File: src/rtl/alu_pkg.sv
// alu_pkg: shared opcode constants and FSM state encoding for seq_alu.
//   OP_*    : values of the 3-bit Cntrl opcode (5..7 are illegal)
//   state_t : top-level control state (idle / multiply in flight)
package alu_pkg;

  localparam logic [2:0] OP_ADD = 3'd0;
  localparam logic [2:0] OP_SUB = 3'd1;
  localparam logic [2:0] OP_XOR = 3'd2;
  localparam logic [2:0] OP_SLT = 3'd3;
  localparam logic [2:0] OP_MUL = 3'd4;

  typedef enum logic {
    ST_IDLE = 1'b0,
    ST_MUL  = 1'b1
  } state_t;

endpackage

File: src/rtl/seq_alu_if.sv
// seq_alu_if: request/result bundle of the sequential ALU.
//   in_valid/in_ready : request handshake, Cntrl/A/B : opcode and operands
//   out_valid         : one-cycle result strobe
//   Out/OutHi         : result (OutHi = upper product half for MUL)
//   Cout/Ovf/Zero/Err : result flags
// master = requester side, slave = ALU side.
interface seq_alu_if #(
  parameter int WIDTH = 32
);
  logic             in_valid;
  logic             in_ready;
  logic [2:0]       Cntrl;
  logic [WIDTH-1:0] A;
  logic [WIDTH-1:0] B;
  logic             out_valid;
  logic [WIDTH-1:0] Out;
  logic [WIDTH-1:0] OutHi;
  logic             Cout;
  logic             Ovf;
  logic             Zero;
  logic             Err;

  modport master (
    output in_valid, Cntrl, A, B,
    input  in_ready, out_valid, Out, OutHi, Cout, Ovf, Zero, Err
  );

  modport slave (
    input  in_valid, Cntrl, A, B,
    output in_ready, out_valid, Out, OutHi, Cout, Ovf, Zero, Err
  );
endinterface

File: src/rtl/seq_mul.sv
// seq_mul: iterative unsigned shift-add multiplier, one partial product
// per clock.
//   clk, reset : clock, synchronous active-high reset
//   start      : load operands A/B (ignored while busy)
//   busy       : iteration in progress
//   done       : the coming edge performs the final iteration
//   P          : product as it will stand after the coming edge; equals
//                A*B in the cycle where done is high
module seq_mul #(
  parameter int WIDTH = 32,
  parameter int CNT_W = $clog2(WIDTH + 1)
) (
  input  logic               clk,
  input  logic               reset,
  input  logic               start,
  input  logic [WIDTH-1:0]   A,
  input  logic [WIDTH-1:0]   B,
  output logic               busy,
  output logic               done,
  output logic [2*WIDTH-1:0] P
);

  // acc = {partial product high half, remaining multiplier bits / low half}
  logic [2*WIDTH-1:0] acc_q;
  logic [WIDTH-1:0]   mcand_q;
  logic [CNT_W-1:0]   cnt_q;
  logic               busy_q;
  logic [2*WIDTH-1:0] start_acc;
  logic [2*WIDTH-1:0] run_acc;

  // One iteration: conditionally add the multiplicand into the upper half
  // (WIDTH+1 bits keeps the carry), then shift the whole accumulator right.
  function automatic logic [2*WIDTH-1:0] step(input logic [2*WIDTH-1:0] acc,
                                               input logic [WIDTH-1:0]   mc);
    logic [WIDTH:0] sum;
    sum  = {1'b0, acc[2*WIDTH-1:WIDTH]} + {1'b0, (acc[0] ? mc : {WIDTH{1'b0}})};
    step = {sum, acc[WIDTH-1:1]};
  endfunction

  // The first iteration is folded into the load edge (product=0,
  // multiplier=B), so WIDTH iterations finish WIDTH-1 edges after start.
  assign start_acc = step({{WIDTH{1'b0}}, B}, A);
  assign run_acc   = step(acc_q, mcand_q);

  always_ff @(posedge clk) begin
    if (reset) begin
      acc_q   <= '0;
      mcand_q <= '0;
      cnt_q   <= '0;
      busy_q  <= 1'b0;
    end else if (busy_q) begin
      acc_q <= run_acc;
      cnt_q <= cnt_q + CNT_W'(1);
      if (cnt_q == CNT_W'(WIDTH - 1)) begin
        busy_q <= 1'b0;
      end
    end else if (start) begin
      acc_q   <= start_acc;
      mcand_q <= A;
      cnt_q   <= CNT_W'(1);
      busy_q  <= 1'b1;
    end
  end

  assign busy = busy_q;
  assign done = busy_q && (cnt_q == CNT_W'(WIDTH - 1));
  assign P    = run_acc;

endmodule

File: src/rtl/seq_alu.sv
// seq_alu: registered WIDTH-bit ALU (ADD, SUB, XOR, SLT, MUL) with a
// valid/ready request port and a one-cycle out_valid result strobe.
//   clk, reset : clock, synchronous active-high reset
//   bus        : seq_alu_if.slave (handshake, operands, result, flags)
// Non-MUL ops give their result the cycle after accept; MUL runs on
// seq_mul and delivers its result WIDTH cycles after accept.
//
// state   | meaning
// --------+-----------------------------------------------------
// ST_IDLE | in_ready=1; accepts any op, single-cycle ops complete here
// ST_MUL  | multiply iterating; in_ready=0, in_valid ignored
module seq_alu #(
  parameter int WIDTH = 32,
  parameter int CNT_W = $clog2(WIDTH + 1)
) (
  input  logic      clk,
  input  logic      reset,
  seq_alu_if.slave  bus
);
  import alu_pkg::*;

  state_t             state_q, state_d;
  logic               accept;
  logic               mul_start;
  logic               mul_busy;
  logic               mul_done;
  logic               mul_fin;
  logic [2*WIDTH-1:0] mul_p;

  logic [WIDTH:0]     add_full;
  logic [WIDTH:0]     sub_full;
  logic               add_ovf;
  logic               sub_ovf;
  logic               slt_lt;

  logic               res_load;
  logic [WIDTH-1:0]   res_out;
  logic [WIDTH-1:0]   res_hi;
  logic               res_cout;
  logic               res_ovf;
  logic               res_err;

  assign bus.in_ready = (state_q == ST_IDLE);
  assign accept       = bus.in_valid && (state_q == ST_IDLE);
  assign mul_start    = accept && (bus.Cntrl == OP_MUL);
  assign mul_fin      = (state_q == ST_MUL) && mul_busy && mul_done;

  seq_mul #(
    .WIDTH (WIDTH),
    .CNT_W (CNT_W)
  ) u_mul (
    .clk   (clk),
    .reset (reset),
    .start (mul_start),
    .A     (bus.A),
    .B     (bus.B),
    .busy  (mul_busy),
    .done  (mul_done),
    .P     (mul_p)
  );

  always_ff @(posedge clk) begin
    if (reset) begin
      state_q <= ST_IDLE;
    end else begin
      state_q <= state_d;
    end
  end

  always_comb begin
    state_d = state_q;
    case (state_q)
      ST_IDLE: if (mul_start) state_d = ST_MUL;
      ST_MUL:  if (mul_fin)   state_d = ST_IDLE;
      default: state_d = ST_IDLE;
    endcase
  end

  // Single-cycle datapath; SUB is A + ~B + 1 so Cout=1 means no borrow.
  assign add_full = {1'b0, bus.A} + {1'b0, bus.B};
  assign sub_full = {1'b0, bus.A} + {1'b0, ~bus.B} + {{WIDTH{1'b0}}, 1'b1};
  assign add_ovf  = (bus.A[WIDTH-1] == bus.B[WIDTH-1]) &&
                    (add_full[WIDTH-1] != bus.A[WIDTH-1]);
  assign sub_ovf  = (bus.A[WIDTH-1] != bus.B[WIDTH-1]) &&
                    (sub_full[WIDTH-1] != bus.A[WIDTH-1]);
  // Sign of the difference, corrected when the subtraction overflowed.
  assign slt_lt   = sub_full[WIDTH-1] ^ sub_ovf;

  always_comb begin
    res_load = 1'b0;
    res_out  = '0;
    res_hi   = '0;
    res_cout = 1'b0;
    res_ovf  = 1'b0;
    res_err  = 1'b0;
    if (state_q == ST_MUL) begin
      res_load = mul_fin;
      res_out  = mul_p[WIDTH-1:0];
      res_hi   = mul_p[2*WIDTH-1:WIDTH];
    end else if (accept && (bus.Cntrl != OP_MUL)) begin
      res_load = 1'b1;
      case (bus.Cntrl)
        OP_ADD: begin
          res_out  = add_full[WIDTH-1:0];
          res_cout = add_full[WIDTH];
          res_ovf  = add_ovf;
        end
        OP_SUB: begin
          res_out  = sub_full[WIDTH-1:0];
          res_cout = sub_full[WIDTH];
          res_ovf  = sub_ovf;
        end
        OP_XOR:  res_out = bus.A ^ bus.B;
        OP_SLT:  res_out = {{(WIDTH-1){1'b0}}, slt_lt};
        default: res_err = 1'b1;
      endcase
    end
  end

  // Result and flags hold between results; out_valid is a single pulse.
  always_ff @(posedge clk) begin
    if (reset) begin
      bus.out_valid <= 1'b0;
      bus.Out       <= '0;
      bus.OutHi     <= '0;
      bus.Cout      <= 1'b0;
      bus.Ovf       <= 1'b0;
      bus.Zero      <= 1'b1;
      bus.Err       <= 1'b0;
    end else begin
      bus.out_valid <= res_load;
      if (res_load) begin
        bus.Out   <= res_out;
        bus.OutHi <= res_hi;
        bus.Cout  <= res_cout;
        bus.Ovf   <= res_ovf;
        bus.Zero  <= (res_out == '0);
        bus.Err   <= res_err;
      end
    end
  end

endmodule
File: src/flat_wrapper.sv
// flat-port wrapper written by rule: the top's interface ports become plain ports
module seq_alu_flat import alu_pkg::*;
#(
  parameter int WIDTH = 32,
  parameter int CNT_W = $clog2(WIDTH + 1)
)
  (clk, reset, bus_in_valid, bus_Cntrl, bus_A, bus_B, bus_in_ready, bus_out_valid, bus_Out, bus_OutHi, bus_Cout, bus_Ovf, bus_Zero, bus_Err);
  seq_alu_if #(.WIDTH(WIDTH)) bus_i ();
  input  logic clk;
  input  logic reset;
  input wire logic [$bits(bus_i.in_valid)-1:0] bus_in_valid;
  input wire logic [$bits(bus_i.Cntrl)-1:0] bus_Cntrl;
  input wire logic [$bits(bus_i.A)-1:0] bus_A;
  input wire logic [$bits(bus_i.B)-1:0] bus_B;
  output wire logic [$bits(bus_i.in_ready)-1:0] bus_in_ready;
  output wire logic [$bits(bus_i.out_valid)-1:0] bus_out_valid;
  output wire logic [$bits(bus_i.Out)-1:0] bus_Out;
  output wire logic [$bits(bus_i.OutHi)-1:0] bus_OutHi;
  output wire logic [$bits(bus_i.Cout)-1:0] bus_Cout;
  output wire logic [$bits(bus_i.Ovf)-1:0] bus_Ovf;
  output wire logic [$bits(bus_i.Zero)-1:0] bus_Zero;
  output wire logic [$bits(bus_i.Err)-1:0] bus_Err;
  assign bus_i.in_valid = bus_in_valid;
  assign bus_i.Cntrl = bus_Cntrl;
  assign bus_i.A = bus_A;
  assign bus_i.B = bus_B;
  assign bus_in_ready = bus_i.in_ready;
  assign bus_out_valid = bus_i.out_valid;
  assign bus_Out = bus_i.Out;
  assign bus_OutHi = bus_i.OutHi;
  assign bus_Cout = bus_i.Cout;
  assign bus_Ovf = bus_i.Ovf;
  assign bus_Zero = bus_i.Zero;
  assign bus_Err = bus_i.Err;
  seq_alu #(.WIDTH(WIDTH), .CNT_W(CNT_W)) u_core (.clk(clk), .reset(reset), .bus(bus_i));
endmodule
File: config.mk
export PLATFORM = sky130hd
export DESIGN_NAME = seq_alu_flat
export DESIGN_NICKNAME = d
export VERILOG_FILES = /design/src/rtl/alu_pkg.sv /design/src/rtl/seq_alu_if.sv /design/src/rtl/seq_mul.sv /design/src/rtl/seq_alu.sv /design/src/flat_wrapper.sv
export SDC_FILE = /design/constraint.sdc
export NUM_CORES = 1
export LEC_CHECK = 0
export ABC_AREA = 0
export CELL_PAD_IN_SITES_DETAIL_PLACEMENT = 1
export CELL_PAD_IN_SITES_GLOBAL_PLACEMENT = 2
export CORE_MARGIN = 5
export CORE_UTILIZATION = 34
export CTS_CLUSTER_DIAMETER = 80
export CTS_CLUSTER_SIZE = 28
export DETAILED_ROUTE_END_ITERATION = 6
export PLACE_DENSITY_LB_ADDON = 0.15
export REMOVE_ABC_BUFFERS = 1
export SYNTH_ARGS = -nofsm -noshare
export SYNTH_HDL_FRONTEND = slang
export SYNTH_HIERARCHICAL = 1
export SYNTH_SLANG_ARGS = --single-unit
File: constraint.sdc
create_clock -name clk -period 5.5 [get_ports clk]
set_input_delay 1.1 -clock clk [delete_from_list [all_inputs] [get_ports clk]]
set_output_delay 1.1 -clock clk [all_outputs]
set_load 0.1 [all_outputs]
[Yosys cells after proc, flatten, opt, wreduce, memory -nomap -nowiden]
Index checks and enable logic that the tools add are counted.
Storage, ports and cells
  output and inout bits: 70
  memories: 0
  logic and storage cells: 71
  bits in read-only memories: 0
  latch bits: 0
  bits in writable memories: 0
  flip-flop bits (word level): 173
Operators by class
  bitwise operators: 5
  equality and inequality tests: 10
  order comparisons: 0
  divide/modulo/power cells: 0
  add/sub/neg operators: 5
  reductions and logical operators: 13
  shifts and indexed selects: 0
  multipliers: 0
  multiplexer cells: 26
Operators by type and width (count)
  32-bit 2-to-1 mux: 5
  64-bit 2-to-1 mux: 2
  32-bit case mux with 4 select lines: 1
  32-bit by 32-bit adder with 33-bit output: 3
  33-bit by 1-bit adder with 33-bit output, second input constant: 1
  32-bit logical NOT: 1
  32-bit inverter: 1
  32-bit bitwise XOR: 1
  1-bit 2-to-1 mux: 13
  6-bit 2-to-1 mux: 2
  1-bit logical AND: 8
  6-bit by 1-bit adder with 6-bit output, second input constant: 1
  3-bit by 2-bit == test with 1-bit output, second input constant: 2
  6-bit by 5-bit == test with 1-bit output, second input constant: 1
  1-bit case mux with 2 select lines: 3
  4-bit OR reduction: 1
  3-bit by 1-bit == test with 1-bit output, second input constant: 1
  3-bit == test, second input constant: 1
  3-bit logical NOT: 1
  1-bit inequality test: 3
  3-bit inequality test, second input constant: 1
  1-bit inverter: 2
  2-bit AND reduction: 1
  2-bit nonzero test: 1
  2 further kinds: 2

[Longest topological paths before layout]
  word-level depth: 10
  gate-level depth with buffers: 23
  depth with buffers taken out: 22

[By module]
Netlist, hierarchy kept.
By module, submodules not included
  seq_alu: times used 1, area an instance 6924.1 um2, cells an instance 948, sequential area each 1401.3 um2
  seq_mul: times used 1, area an instance 6764.0 um2, cells an instance 898, sequential area each 2062.0 um2

[Worst setup path after synthesis]
No wires, ideal clock.
  path kind: input port to flip-flop
  start: in bus_B[8]
  end: reg u_core.bus.Zero
  path slack: 0.724 ns
  stages on the path: 23
  required time: 5.441 ns
  arrival time: 4.717 ns
  buffers on the path: 1
  path through: inv_1 ha_1 buf_2 nand2_1 o21ai_1 nand3_1 nand3_1 a31oi_1 o21ai_0 a21oi_1 o21bai_1 a21oi_1 o21bai_1 fa_1 o22ai_1 a22oi_1 nand4_1 nor4bb_1 nand4_1 nor4_1 nand4_1 nor4_1 a41o_1
Between the ends
  cells in the longest elaborated chain, start to end: 10
Ends and longest elaborated chain
  from (decl): RTL line flat_wrapper.sv:14  | input wire logic [$bits(bus_i.B)-1:0] bus_B;
  32-bit inverter: RTL line seq_alu.sv:81  | assign sub_full = {1'b0, bus.A} + {1'b0, ~bus.B} + {{WIDTH{1'b0}}, 1'b1};
  32-bit by 32-bit adder with 33-bit output: RTL line seq_alu.sv:81
  33-bit by 1-bit adder with 33-bit output: RTL line seq_alu.sv:81
  1-bit inequality test: RTL line seq_alu.sv:85  | (sub_full[WIDTH-1] != bus.A[WIDTH-1]);
  1-bit logical AND: RTL line seq_alu.sv:84  | assign sub_ovf = (bus.A[WIDTH-1] != bus.B[WIDTH-1]) &&
  1-bit bitwise XOR: RTL line seq_alu.sv:87  | assign slt_lt = sub_full[WIDTH-1] ^ sub_ovf;
  32-bit case mux with 4 select lines (*): RTL line seq_alu.sv:102  | case (bus.Cntrl)
  32-bit 2-to-1 mux (*): RTL line seq_alu.sv:100  | end else if (accept && (bus.Cntrl != OP_MUL)) begin
  32-bit 2-to-1 mux (*): RTL line seq_alu.sv:96  | if (state_q == ST_MUL) begin
  32-bit logical NOT (*): RTL line seq_alu.sv:137  | bus.Zero <= (res_out == '0);
  to (signal assigned): RTL line seq_alu.sv:137
  to (decl): RTL line seq_alu_if.sv:30  | output in_ready, out_valid, Out, OutHi, Cout, Ovf, Zero, Err
Mark *: on every way between the ends. The rest lies on a longest branch, timed or not.
A chain may end at the register's enable or synchronous reset.

[Final worst setup path]
  start: in bus_B[6]
  end: reg u_core.bus.Zero
The elaborated chain is that of the path after synthesis.

==> results.sh <==
export IMPL_status="finished clean"
export IMPL_dp_hpwl_mm=46.74
export IMPL_coreArea_sq_mm=0.03982
export IMPL_antenna_found_initial=1
export IMPL_ys_async_sr_fraction=0
export IMPL_total_leakage_power_nw=7.304
export IMPL_fin_ws_ns=0.1403
export IMPL_skew_ns=0.01653
export IMPL_ys_types=97
export IMPL_nFillCells=5000
export IMPL_worstSetupEndpointType="register"
export IMPL_startpoint="bus_B[6]"
export IMPL_synth_edf_count=0
export IMPL_dpl_cell_area_sq_mm=0.01670
export IMPL_syn_inst=1846
export IMPL_grt_pass1_wl_mm=91.67
export IMPL_drive_gt1_frac=0.1561
export IMPL_reg2reg_from="u_core/u_mul/acc_q[0]"
export IMPL_pin_count=140
export IMPL_fp_dieW_microns=210.6
export IMPL_finalCritPeriodShare=0.9745
export IMPL_power_density_mw_per_mm2=213.7
export IMPL_worstPathMaxFanout=4
export IMPL_synth_cell_area_sq_mm=0.01369
export IMPL_clock_path_buffers=2
export IMPL_cts_num_sinks=173
export IMPL_setup_viol=0
export IMPL_grt_overflow_total=0
export IMPL_crit_slowest_cell="clkdlybuf4s50_1"
export IMPL_m1WireLength_mm=27.85
export IMPL_yosysSeqAreaShare=0.2530
export IMPL_ys_warnings_count=6
export IMPL_cp_arrival_ns=5.76
export IMPL_dr_wl_met2_mm=28.65
export IMPL_worstSetupStartpointType="input port"
export IMPL_wirelength_mm=59.85
export IMPL_wl_per_cell_microns=22.90
export IMPL_final_common_cell="buf_4"
export IMPL_final_cell_mix="224 x buf_4, 214 x a21oi_1, 204 x nor2_1"
export IMPL_std_cell_rows=73
export IMPL_cts_hold_buf=0
export IMPL_ys_flop_type="dfxtp_1"
export IMPL_grt_pass1_vias=15544
export IMPL_remaining_drc_errors=0
export IMPL_start_util=0.3437
export IMPL_cts_tree="built"
export IMPL_nets=2246
export IMPL_cts_made_buffers=17
export IMPL_critPathRequiredTime_ns=5.90
export IMPL_multi_input_area_sq_mm=0.009393
export IMPL_h_tree_depth=4
export IMPL_maxCapViolations=0
export IMPL_holdCritPathClass="reg2reg"
export IMPL_io_buffer_count=139
export IMPL_die_area_sq_mm=0.04437
export IMPL_wl_met3_mm=1.998
export IMPL_critPathMaxStageDelay_ns=0.49
export IMPL_fmax_mhz=186.6
export IMPL_cp_cell_sequence="clkdlybuf4s50_1 > inv_1 > ha_4 > nand2_2 > nor4_4 > o21ai_2 > nand3_2 > a31oi_4 > o21ai_2 > a21oi_1 > o21bai_1 > a21oi_1 > o21bai_1 > fa_2 > o22ai_1 > a22oi_1 > nand4_1 > nor4bb_2 > buf_4 > nand4_1 > nor4_1 > nand4_1 > nor4_2 > a41o_1"
export IMPL_slew_viol_final=0
export IMPL_area_growth_synth_to_final_pct=27.86
export IMPL_top_layer="met4"
export IMPL_max_slew_margin=0.2145
export IMPL_ys_seq_elements=173
export IMPL_synth_avg_cell_area_sq_um=7.415
export IMPL_crit_top_cell="nand4_1"
export IMPL_seq_area_sq_mm=0.003467
export IMPL_clk_latency_ns=0.47
export IMPL_root_buffer="clkbuf_16"
export IMPL_clk_pin_slew_ns=0.08
export IMPL_gp_congestion=0.9177
export IMPL_first_iter_violations=797
export IMPL_antenna_left=0
export IMPL_grt_max_degree=61
export IMPL_hold_violations=0
export IMPL_worst_pin_slew_ns=1.169
export IMPL_drtPass1Iterations=5
export IMPL_pre_cts_ws_ns=-0.8440
export IMPL_routed_via_density=5.654
export IMPL_ir_drop_uv=221.5
export IMPL_die_h_microns=210.6
export IMPL_crit_type="in2reg"
export IMPL_num_vias=14780
export IMPL_finalCriticalPeriod_ns=5.360
export IMPL_fin_area_sq_mm=0.01750
export IMPL_grt_use_total=0.2625
export IMPL_r2r_slack_ns=1.82
export IMPL_min_from="u_core/bus.Out[13]"
registers in the layout, summed over array words and instances, names as in the netlist, 6 cells and up:
| signal | flops |
|---|---|
| u_core/bus.Out | 32 |
| u_core/u_mul/acc_q | 64 |
| u_core/u_mul/cnt_q | 6 |
| u_core/u_mul/mcand_q | 32 |
| u_core/bus.OutHi | 32 |
critical path: cells and delay by family:
kind / cells / cell delay [ns]
AOI/OAI and AO/OA: 10 / 1.39
and+or+nand+nor: 9 / 2.02
buffers and inverters: 3 / 0.73
adders and majority gates: 2 / 0.53
per-layer routing:
| metal | GRT usage | up-vias |
|---|---|---|
| met5 | 0 | - |
| met4 | 0.07020 | 0 |
| met3 | 0.03891 | 75 |
| li1 | - | 7087 |
| met2 | 0.4479 | 279 |
| met1 | 0.3481 | 7339 |
path summary, 6_finish.rpt:
path	depth (start not counted)	end
setup / recovery	24	u_core/bus.Zero
hold / removal	2	u_core/bus.Out[13]
setup reg to reg	10	u_core/bus.OutHi[29]
hold reg to reg	2	u_core/bus.Out[13]
per-stage QoR:
stage	cells	utilization	power, W	TNS, ns	hold slack (ns)
after CTS	2612	0.4356	0.003748	0	0.4535
final	2614	0.4395	0.003740	0	0.4507
after global placement	2577	0.4194	0.002455	-0.6973	0.4340
after floorplan	1693	-	0.001942	-8.274	0.4257
after detailed placement	2577	0.4194	0.002467	-0.8440	0.4421
after global routing	2614	0.4395	0.003906	-0.08642	0.4702
cell type report:
| type | count | share of cell area |
|---|---|---|
| diodes | 1 | 0.0001430 |
| clock buffers | 20 | 0.02609 |
| clock inverters | 12 | 0.007578 |
| inverters | 84 | 0.01802 |
| multi-input cells | 1436 | 0.5367 |
| flip-flops and latches | 173 | 0.1981 |
| well taps | 525 | 0.03753 |
| repair buffers | 363 | 0.1759 |
kinds of logic after synthesis:
| family | synth area share |
|---|---|
| AOI/OAI and AO/OA | 0.2963 |
| xor gates and xnor gates | 0.02943 |
| adders and majority gates | 0.09452 |
| buffers and inverters | 0.07642 |
| DFF | 0.2530 |
| muxes | 0.03199 |
| and+or+nand+nor | 0.2183 |
what timing repair did:
action | 4_1_cts | 5_1_grt
gates resized for setup | 11 | 24
pin swaps | 13 | 20
endpoints found under the setup margin | 1 | 1
setup buffers | 3 | 1
Yosys cell counts, drive strengths merged, types with 23 or more instances:
| library cell | n | share of area |
|---|---|---|
| nor2 | 207 | 0.057 |
| dfxtp | 173 | 0.25 |
| inv | 83 | 0.023 |
| mux2i | 40 | 0.029 |
| nand2 | 173 | 0.047 |
| nand4 | 23 | 0.011 |
| a21oi | 217 | 0.080 |
| a31oi | 26 | 0.013 |
| and2 | 40 | 0.018 |
| xnor2 | 35 | 0.022 |
| and3 | 29 | 0.013 |
| nand3 | 55 | 0.020 |
| a211oi | 42 | 0.024 |
| buf | 69 | 0.030 |
| a21o | 30 | 0.017 |
| o21ai | 76 | 0.028 |
| nor3 | 46 | 0.017 |
| ha | 97 | 0.089 |
| clkbuf | 84 | 0.023 |
| a22o | 36 | 0.023 |
power by group:
group / total, W / switching (W) / internal, W
registers: 0.00132 / 0.0000268 / 0.00129
clock network: 0.00127 / 0.000606 / 0.000662
logic: 0.00116 / 0.000720 / 0.000438
Note: power is estimated with default switching activity, not from simulation.
